`config.mk`:
```
export PLATFORM = sky130hd
export DESIGN_NAME = lfsr_prng_ctrl_flat
export DESIGN_NICKNAME = d
export VERILOG_FILES = /design/src/rtl/lfsr_prng_ctrl_if.sv /design/src/rtl/lfsr_prng_ctrl.sv /design/src/flat_wrapper.sv
export SDC_FILE = /design/constraint.sdc
export NUM_CORES = 1
export LEC_CHECK = 0
export BUFFER_PORTS_ARGS = -buffer_cell sky130_fd_sc_hd__buf_2
export CORE_MARGIN = 8
export CORE_UTILIZATION = 48
export CTS_CLUSTER_DIAMETER = 60
export DETAILED_ROUTE_END_ITERATION = 7
export PLACE_DENSITY = 0.73
export SLEW_MARGIN = 20
export SYNTH_ARGS = -nofsm -noshare
export SYNTH_HDL_FRONTEND = slang
export SYNTH_SLANG_ARGS = --single-unit
```
`constraint.sdc`:
```
create_clock -name i_clk -period 2.1 [get_ports i_clk]
set_clock_uncertainty 0.2 [all_clocks]
set_input_delay 0 -clock i_clk [delete_from_list [all_inputs] [get_ports i_clk]]
set_output_delay 0 -clock i_clk [all_outputs]
set_load 0.005 [all_outputs]
```
`src/rtl/lfsr_prng_ctrl_if.sv`:
```
// Word-stream interface for the LFSR generator: control and load inputs plus
// the valid/ready output stream with its status outputs.
interface lfsr_prng_ctrl_if #(
    parameter int WIDTH = 4
);
    logic             enable;
    logic             load;
    logic [WIDTH-1:0] seed;
    logic [WIDTH-1:0] taps;
    logic             ready;
    logic             valid;
    logic [WIDTH-1:0] data;
    logic             done;
    logic [WIDTH-1:0] period;
    logic             lockup;

    modport master (
        output enable, load, seed, taps, ready,
        input  valid, data, done, period, lockup
    );

    modport slave (
        input  enable, load, seed, taps, ready,
        output valid, data, done, period, lockup
    );
endinterface

```
`src/rtl/lfsr_prng_ctrl.sv`:
```
// Runtime-programmable Fibonacci XOR LFSR with a valid/ready word stream,
// period measurement, a wrap pulse and zero-state lock-up recovery.
//
//   state | meaning
//   IDLE  | not offering words, LFSR state held
//   RUN   | offering the current state as a word each cycle
module lfsr_prng_ctrl #(
    parameter int               WIDTH        = 4,
    parameter logic [WIDTH-1:0] DEFAULT_TAPS = 4'hC,
    parameter logic [WIDTH-1:0] DEFAULT_SEED = 4'h1
) (
    input logic              i_clk,
    input logic              i_rst,
    lfsr_prng_ctrl_if.slave  bus
);
    typedef enum logic {IDLE, RUN} fsm_t;

    localparam logic [WIDTH-1:0] ONE = WIDTH'(1);

    fsm_t             fsm;
    logic [WIDTH-1:0] state;
    logic [WIDTH-1:0] seed_reg;
    logic [WIDTH-1:0] taps;
    logic [WIDTH-1:0] count;
    logic [WIDTH-1:0] count_inc;
    logic [WIDTH-1:0] nxt;
    logic             fb;
    logic             advance;
    logic             valid;
    logic             done;
    logic [WIDTH-1:0] period;
    logic             lockup;

    always_comb begin
        fb        = ^(state & taps);
        nxt       = {state[WIDTH-2:0], fb};
        count_inc = (&count) ? count : count + ONE;
        // A word offered while enable drops is not consumed, so the state
        // is still there when the stream resumes.
        advance   = valid && bus.ready && bus.enable;
    end

    always_ff @(posedge i_clk) begin
        if (!i_rst) begin
            fsm      <= IDLE;
            state    <= DEFAULT_SEED;
            seed_reg <= DEFAULT_SEED;
            taps     <= DEFAULT_TAPS;
            count    <= '0;
            valid    <= 1'b0;
            done     <= 1'b0;
            period   <= '0;
            lockup   <= 1'b0;
        end else begin
            done <= 1'b0;
            if (bus.load) begin
                if (bus.seed == '0) begin
                    seed_reg <= ONE;
                    state    <= ONE;
                    lockup   <= 1'b1;
                end else begin
                    seed_reg <= bus.seed;
                    state    <= bus.seed;
                    lockup   <= 1'b0;
                end
                taps  <= (bus.taps == '0) ? DEFAULT_TAPS : bus.taps;
                count <= '0;
                fsm   <= bus.enable ? RUN : IDLE;
                valid <= bus.enable;
            end else begin
                if (advance) begin
                    if (nxt == '0) begin
                        state  <= seed_reg;
                        lockup <= 1'b1;
                        count  <= '0;
                    end else if (nxt == seed_reg) begin
                        state  <= nxt;
                        done   <= 1'b1;
                        period <= count_inc;
                        count  <= '0;
                    end else begin
                        state <= nxt;
                        count <= count_inc;
                    end
                end
                case (fsm)
                    IDLE: if (bus.enable) begin
                        fsm   <= RUN;
                        valid <= 1'b1;
                    end
                    RUN: if (!bus.enable) begin
                        fsm   <= IDLE;
                        valid <= 1'b0;
                    end
                    default: begin
                        fsm   <= IDLE;
                        valid <= 1'b0;
                    end
                endcase
            end
        end
    end

    assign bus.valid  = valid;
    assign bus.data   = state;
    assign bus.done   = done;
    assign bus.period = period;
    assign bus.lockup = lockup;
endmodule
```
`src/flat_wrapper.sv`:
```
// flat-port wrapper written by rule: the top's interface ports become plain ports
module lfsr_prng_ctrl_flat 
#(
    parameter int               WIDTH        = 4,
    parameter logic [WIDTH-1:0] DEFAULT_TAPS = 4'hC,
    parameter logic [WIDTH-1:0] DEFAULT_SEED = 4'h1
)
  (i_clk, i_rst, bus_enable, bus_load, bus_seed, bus_taps, bus_ready, bus_valid, bus_data, bus_done, bus_period, bus_lockup);
  lfsr_prng_ctrl_if #(.WIDTH(WIDTH)) bus_i ();
  input logic i_clk;
  input logic i_rst;
  input wire logic [$bits(bus_i.enable)-1:0] bus_enable;
  input wire logic [$bits(bus_i.load)-1:0] bus_load;
  input wire logic [$bits(bus_i.seed)-1:0] bus_seed;
  input wire logic [$bits(bus_i.taps)-1:0] bus_taps;
  input wire logic [$bits(bus_i.ready)-1:0] bus_ready;
  output wire logic [$bits(bus_i.valid)-1:0] bus_valid;
  output wire logic [$bits(bus_i.data)-1:0] bus_data;
  output wire logic [$bits(bus_i.done)-1:0] bus_done;
  output wire logic [$bits(bus_i.period)-1:0] bus_period;
  output wire logic [$bits(bus_i.lockup)-1:0] bus_lockup;
  assign bus_i.enable = bus_enable;
  assign bus_i.load = bus_load;
  assign bus_i.seed = bus_seed;
  assign bus_i.taps = bus_taps;
  assign bus_i.ready = bus_ready;
  assign bus_valid = bus_i.valid;
  assign bus_data = bus_i.data;
  assign bus_done = bus_i.done;
  assign bus_period = bus_i.period;
  assign bus_lockup = bus_i.lockup;
  lfsr_prng_ctrl #(.WIDTH(WIDTH), .DEFAULT_TAPS(DEFAULT_TAPS), .DEFAULT_SEED(DEFAULT_SEED)) u_core (.i_clk(i_clk), .i_rst(i_rst), .bus(bus_i));
endmodule
```
# [Yosys cells after proc, flatten, opt, wreduce, memory -nomap -nowiden]
# Cells that the tools add are included.
[op_classes] shift=0 n_eq_ne=3 mul=0 reduce_logical=14 n_bitwise=6 order_cmp=0 mux=18 n_addsub=1 div=0
[op_table] cell="4-bit two-way mux" n=8
[op_table] cell="4-bit logical NOT" n=3
[op_table] cell="1-bit two-way mux" n=9
[op_table] cell="4-bit AND reduction" n=2
[op_table] cell="3-bit inequality test, second input constant" n=2
[op_table] cell="1-bit NOT" n=5
[op_table] cell="4-bit by 1-bit adder with 4-bit output, second input constant" n=1
[op_table] cell="4-bit AND" n=1
[op_table] cell="4-bit equality test" n=1
[op_table] cell="2-bit AND reduction" n=2
[op_table] cell="2-bit nonzero test" n=2
[op_table] cell="4-bit OR reduction" n=1
[op_table] cell="4-bit XOR reduction" n=1
[op_table] cell="1-bit logical AND" n=2
[op_table] cell="1-bit case mux with 2 select lines" n=1
[op_table] cell="2-bit OR reduction" n=1
[word_totals] regBits=24 latch_bits=0 word_cells=51 romBits=0 mem_bits_rw=0 mem_count=0 input_bits=13

# [Logic depth before layout (Yosys ltp)]
[logic_depth] word_depth=6 depth_mapped=7 ltp_nobuf=6

# [Worst setup path after synthesis]
# OpenSTA, ideal clock, no wires.
[synth_timing] kind="reg-to-reg" from="register u_core.state[2] (netlist: u_core.bus.data[2])" to="register u_core.period[1] (netlist: u_core.bus.period[1])" slack_ns=0.002 t_arrival_ns=1.782 path_stages_with_launch=8 n_path_buf=1 path_cell_list="dfxtp_1 -> nand2_4 -> xor2_4 -> xnor2_2 -> mux2_4 -> and2_4 -> buf_6 -> o211a_1"
[synth_via] elab_chain_cells=5
[synth_lines] item="start, declared" line="lfsr_prng_ctrl.sv:21" source="logic [WIDTH-1:0] state;"
[synth_lines] item="start signal, assigned" line="lfsr_prng_ctrl.sv:63" source="state <= bus.seed;"
[synth_lines] item="start signal, assigned" line="lfsr_prng_ctrl.sv:73" source="state <= seed_reg;"
[synth_lines] item="start signal, assigned" line="lfsr_prng_ctrl.sv:77" source="state <= nxt;"
[synth_lines] item="4-bit AND" line="lfsr_prng_ctrl.sv:35" source="fb = ^(state & taps);"
[synth_lines] item="4-bit XOR reduction" line="lfsr_prng_ctrl.sv:35"
[synth_lines] item="4-bit logical NOT" line="lfsr_prng_ctrl.sv:72" source="if (nxt == '0) begin"
[synth_lines] item="1-bit NOT (no source line)"
[synth_lines] item="4-bit AND reduction (no source line) *"
[synth_lines] item="end signal, assigned" line="lfsr_prng_ctrl.sv:79" source="period <= count_inc;"
[synth_lines] item="end, declared" line="lfsr_prng_ctrl.sv:31" source="logic [WIDTH-1:0] period;"
# Mark *: on every way between the ends. The rest lies on a longest branch, timed or not.
# A chain may end at the register's enable or synchronous reset.

==> summary.md <==
| Metric | Value |
|---|---|
| CORE AREA | `2480 µm²` |
| Min Tclk post-route | `1.95 ns` |
| Element type at the critical path end | `flop` |
| Unrepaired setup endpoints after global routing | `false` |
| Vias/cell | `5.56` |
| Fmax | `0.512 GHz` |
| Syn. warnings | `0` |
| Yosys reg bits | `24` |
| Met1 WL | `1.38 mm` |
| Final #Nets | `210` |
| Post-synth ARST share | `0%` |
| Worst Path Buf+Inv | `3` |
| Worst relative slew slack | `69.0%` |
| Share of cells above drive strength 1 | `21.1%` |
| Post-cts resize count | `0` |
| VDD IR max | `450 µV` |
| Highest metal used | `met4` |
| Initial antenna violation count | `0` |
| Largest net degree at the start of global routing | `25` |
| Gpl congestion | `0.793` |
| Worst min-delay path category | `input port to flop` |
| # clock sinks | `24` |
| Residual DRC | `0` |
| Number of DRC markers in iteration 0 | `105` |
| WL/cell | `14.6 µm` |
| CP Data Required Time | `2.10 ns` |
| Final TNS setup | `0 ns` |
| Setup ws final | `0.149 ns` |
| Final hold violations | `0` |
| Cell family with most CP delay | `buffers and inverters` |
| CP Depth | `5` |
| Final core occ | `68.5%` |
| Period utilisation layout | `92.9%` |
| Synth-to-Final Area Change | `35.0%` |
| Post-Syn Area | `1260 µm²` |
| # diodes | `0` |
| Worst Tran Pin Value | `0.461 ns` |
| Largest fanout on the critical path | `24` |
| Postcts setup bufs | `0` |
| Longest Clk Path Bufs | `2` |
| Critical Path, Cell by Cell | `dlygate4sd3_1 > buf_2 > nand2_1 > o22a_1 > dlygate4sd3_1` |
| Routed Antenna Nets | `0` |
| Port buffer count | `23` |
| Clock Tree Root | `clkbuf_4` |
| Dpl ws | `0.222 ns` |
| Core Rows | `18` |
| Drt total wl | `3.28 mm` |
| CTS Buf Count | `3` |
| Die Wd | `67.2 µm` |
| H-tree lvl count | `1` |
| Die Area | `4510 µm²` |
| Synthesized instance count | `142` |
| TritonCTS clock tree | `done` |
| Setup crit start kind | `input port` |
| First-pass GRT wire length | `5.71 mm` |
| Initial Util | `50.8%` |
| CP max stage cell | `dlygate4sd3_1` |
| Slew Viols, Final | `0` |
| R2R depth | `7` |
| Metal3 WL | `176 µm` |
| Worst-Skew Late Latency | `0.31 ns` |
| WHS | `0.0562 ns` |
| Post-synthesis sequential area ratio | `38.2%` |
| Final HPWL DP | `2.22 mm` |
| Via total after detailed routing | `1245` |
| Gr ovfl total | `0` |
| Arr. time, crit path | `1.96 ns` |
| Most common cell on crit path | `dlygate4sd3_1` |
| Fillers | `207` |
| Clock-pin transition on the worst setup and hold timing paths | `0.12 ns` |
| Leak Pwr | `0.000708 µW` |
| DP Area | `1430 µm²` |
| Die H | `67.2 µm` |
| Syn_nets | `156` |
| Main flop type after synthesis | `dfxtp_1` |
| Metal2 WL | `1.63 mm` |
| Setup CP Type | `input port to flop` |
| Worst path max stage delay | `0.56 ns` |
| Io pins | `24` |
| Worst hold path depth | `4` |
| Finish-stage setup viols | `0` |
| Status | `completed` |
| Final Cell Area | `1700 µm²` |
| EDFF count, synth | `0` |
| Avg Cell Area, Syn | `8.86 µm²` |
| Distinct cells, synth | `41` |
| Max cap viols | `0` |
| Initial DRT Pass Iterations | `4` |
| Vias in the first global route | `1312` |
| Gr usage total | `15.9%` |
| Power per standard cell area | `522 nW/µm²` |
cells by family after synthesis:
group	after synthesis	share of synthesized area, %
AO/OA/AOI/OAI	36	19.5
AND/OR/NAND/NOR	55	22.3
flip-flops	24	38.2
multiplexers	9	7.56
XOR/XNOR	7	7.56
adder cells (fa/ha/maj)	1	0.995
buffers and inverters	10	3.88
cell usage after synthesis, drive strengths merged (3+ instances only):
cell,count,area [µm²]
dfxtp,24,480
nand2,20,85.1
o21ai,11,55.1
mux2i,8,80.1
a21oi,7,35.0
nor3,7,35.0
nand3,6,30.0
nor2,6,22.5
inv,5,18.8
nor2b,5,31.3
xnor2,5,51.3
a21boi,4,30.0
and3,4,26.3
clkbuf,3,11.3
area by class of cell:
type                    instances  area, µm²  area share, %
well taps                      30       37.5           2.21
clock buffers                   3       22.5           1.33
inverters                       5       18.8           1.11
multi-input cells             108        728           42.9
flip-flops and latches         24        480           28.3
repair buffers                 54        410           24.2
layout by cell type, fill, tap and decap left out, drive strengths merged, types with 3 or more instances in the layout:
cell type / netlist / layout
buf: 2 / 29
dlygate4sd3: 0 / 25
dfxtp: 24 / 24
nand2: 20 / 20
o21ai: 11 / 11
mux2i: 8 / 8
nor3: 7 / 7
a21oi: 7 / 7
nand3: 6 / 6
nor2: 6 / 6
inv: 5 / 5
nor2b: 5 / 5
xnor2: 5 / 5
a21boi: 4 / 4
and3: 4 / 4
clkbuf: 3 / 3
final timing paths:
check | slack [ns] | end | startpoint
setup / recovery | 0.15 | u_core.taps[3] | i_rst
hold / removal | 0.06 | u_core.bus.data[1] | bus_load
setup reg to reg | 0.16 | u_core.count[0] | u_core.bus.data[0]
hold reg to reg | 0.26 | u_core.bus.period[2] | u_core.bus.period[2]
where the power goes:
| group | switching (µW) | leakage [µW] | total (µW) | internal [µW] |
|---|---|---|---|---|
| sequential | 14.7 | 0.000197 | 488 | 473 |
| clock | 132 | 0.0000138 | 199 | 67.2 |
| combinational | 93.1 | 0.000498 | 199 | 106 |
worst reg2reg max path, cell delays in order, from the launching register on:
cell and delay, ns:
dfxtp_1 0.40, nand2_1 0.11, xor2_2 0.17, xnor2_2 0.21, buf_4 0.16, mux2i_1 0.35, a41oi_1 0.18, o41ai_2 0.07
repair_timing:
item,4_1_cts,5_1_grt
setup endpoints to repair,0,0
endpoints found under the hold margin,20,0
hold buffers,25,0
through the flow:
stage,total power [µW],instances
6_report,886,224
5_1_grt,933,224
4_1_cts,894,224
3_5_place_dp,655,196
3_3_place_gp,650,196
2_1_floorplan,596,142
per-layer routing:
metal | vias to the layer above | global-route usage [%]
li1 | 612 | -
met1 | 583 | 17.6
met2 | 39 | 27.5
met3 | 11 | 3.97
met4 | 0 | 8.36
met5 | - | 0
Power figures use the tool's default switching activity.
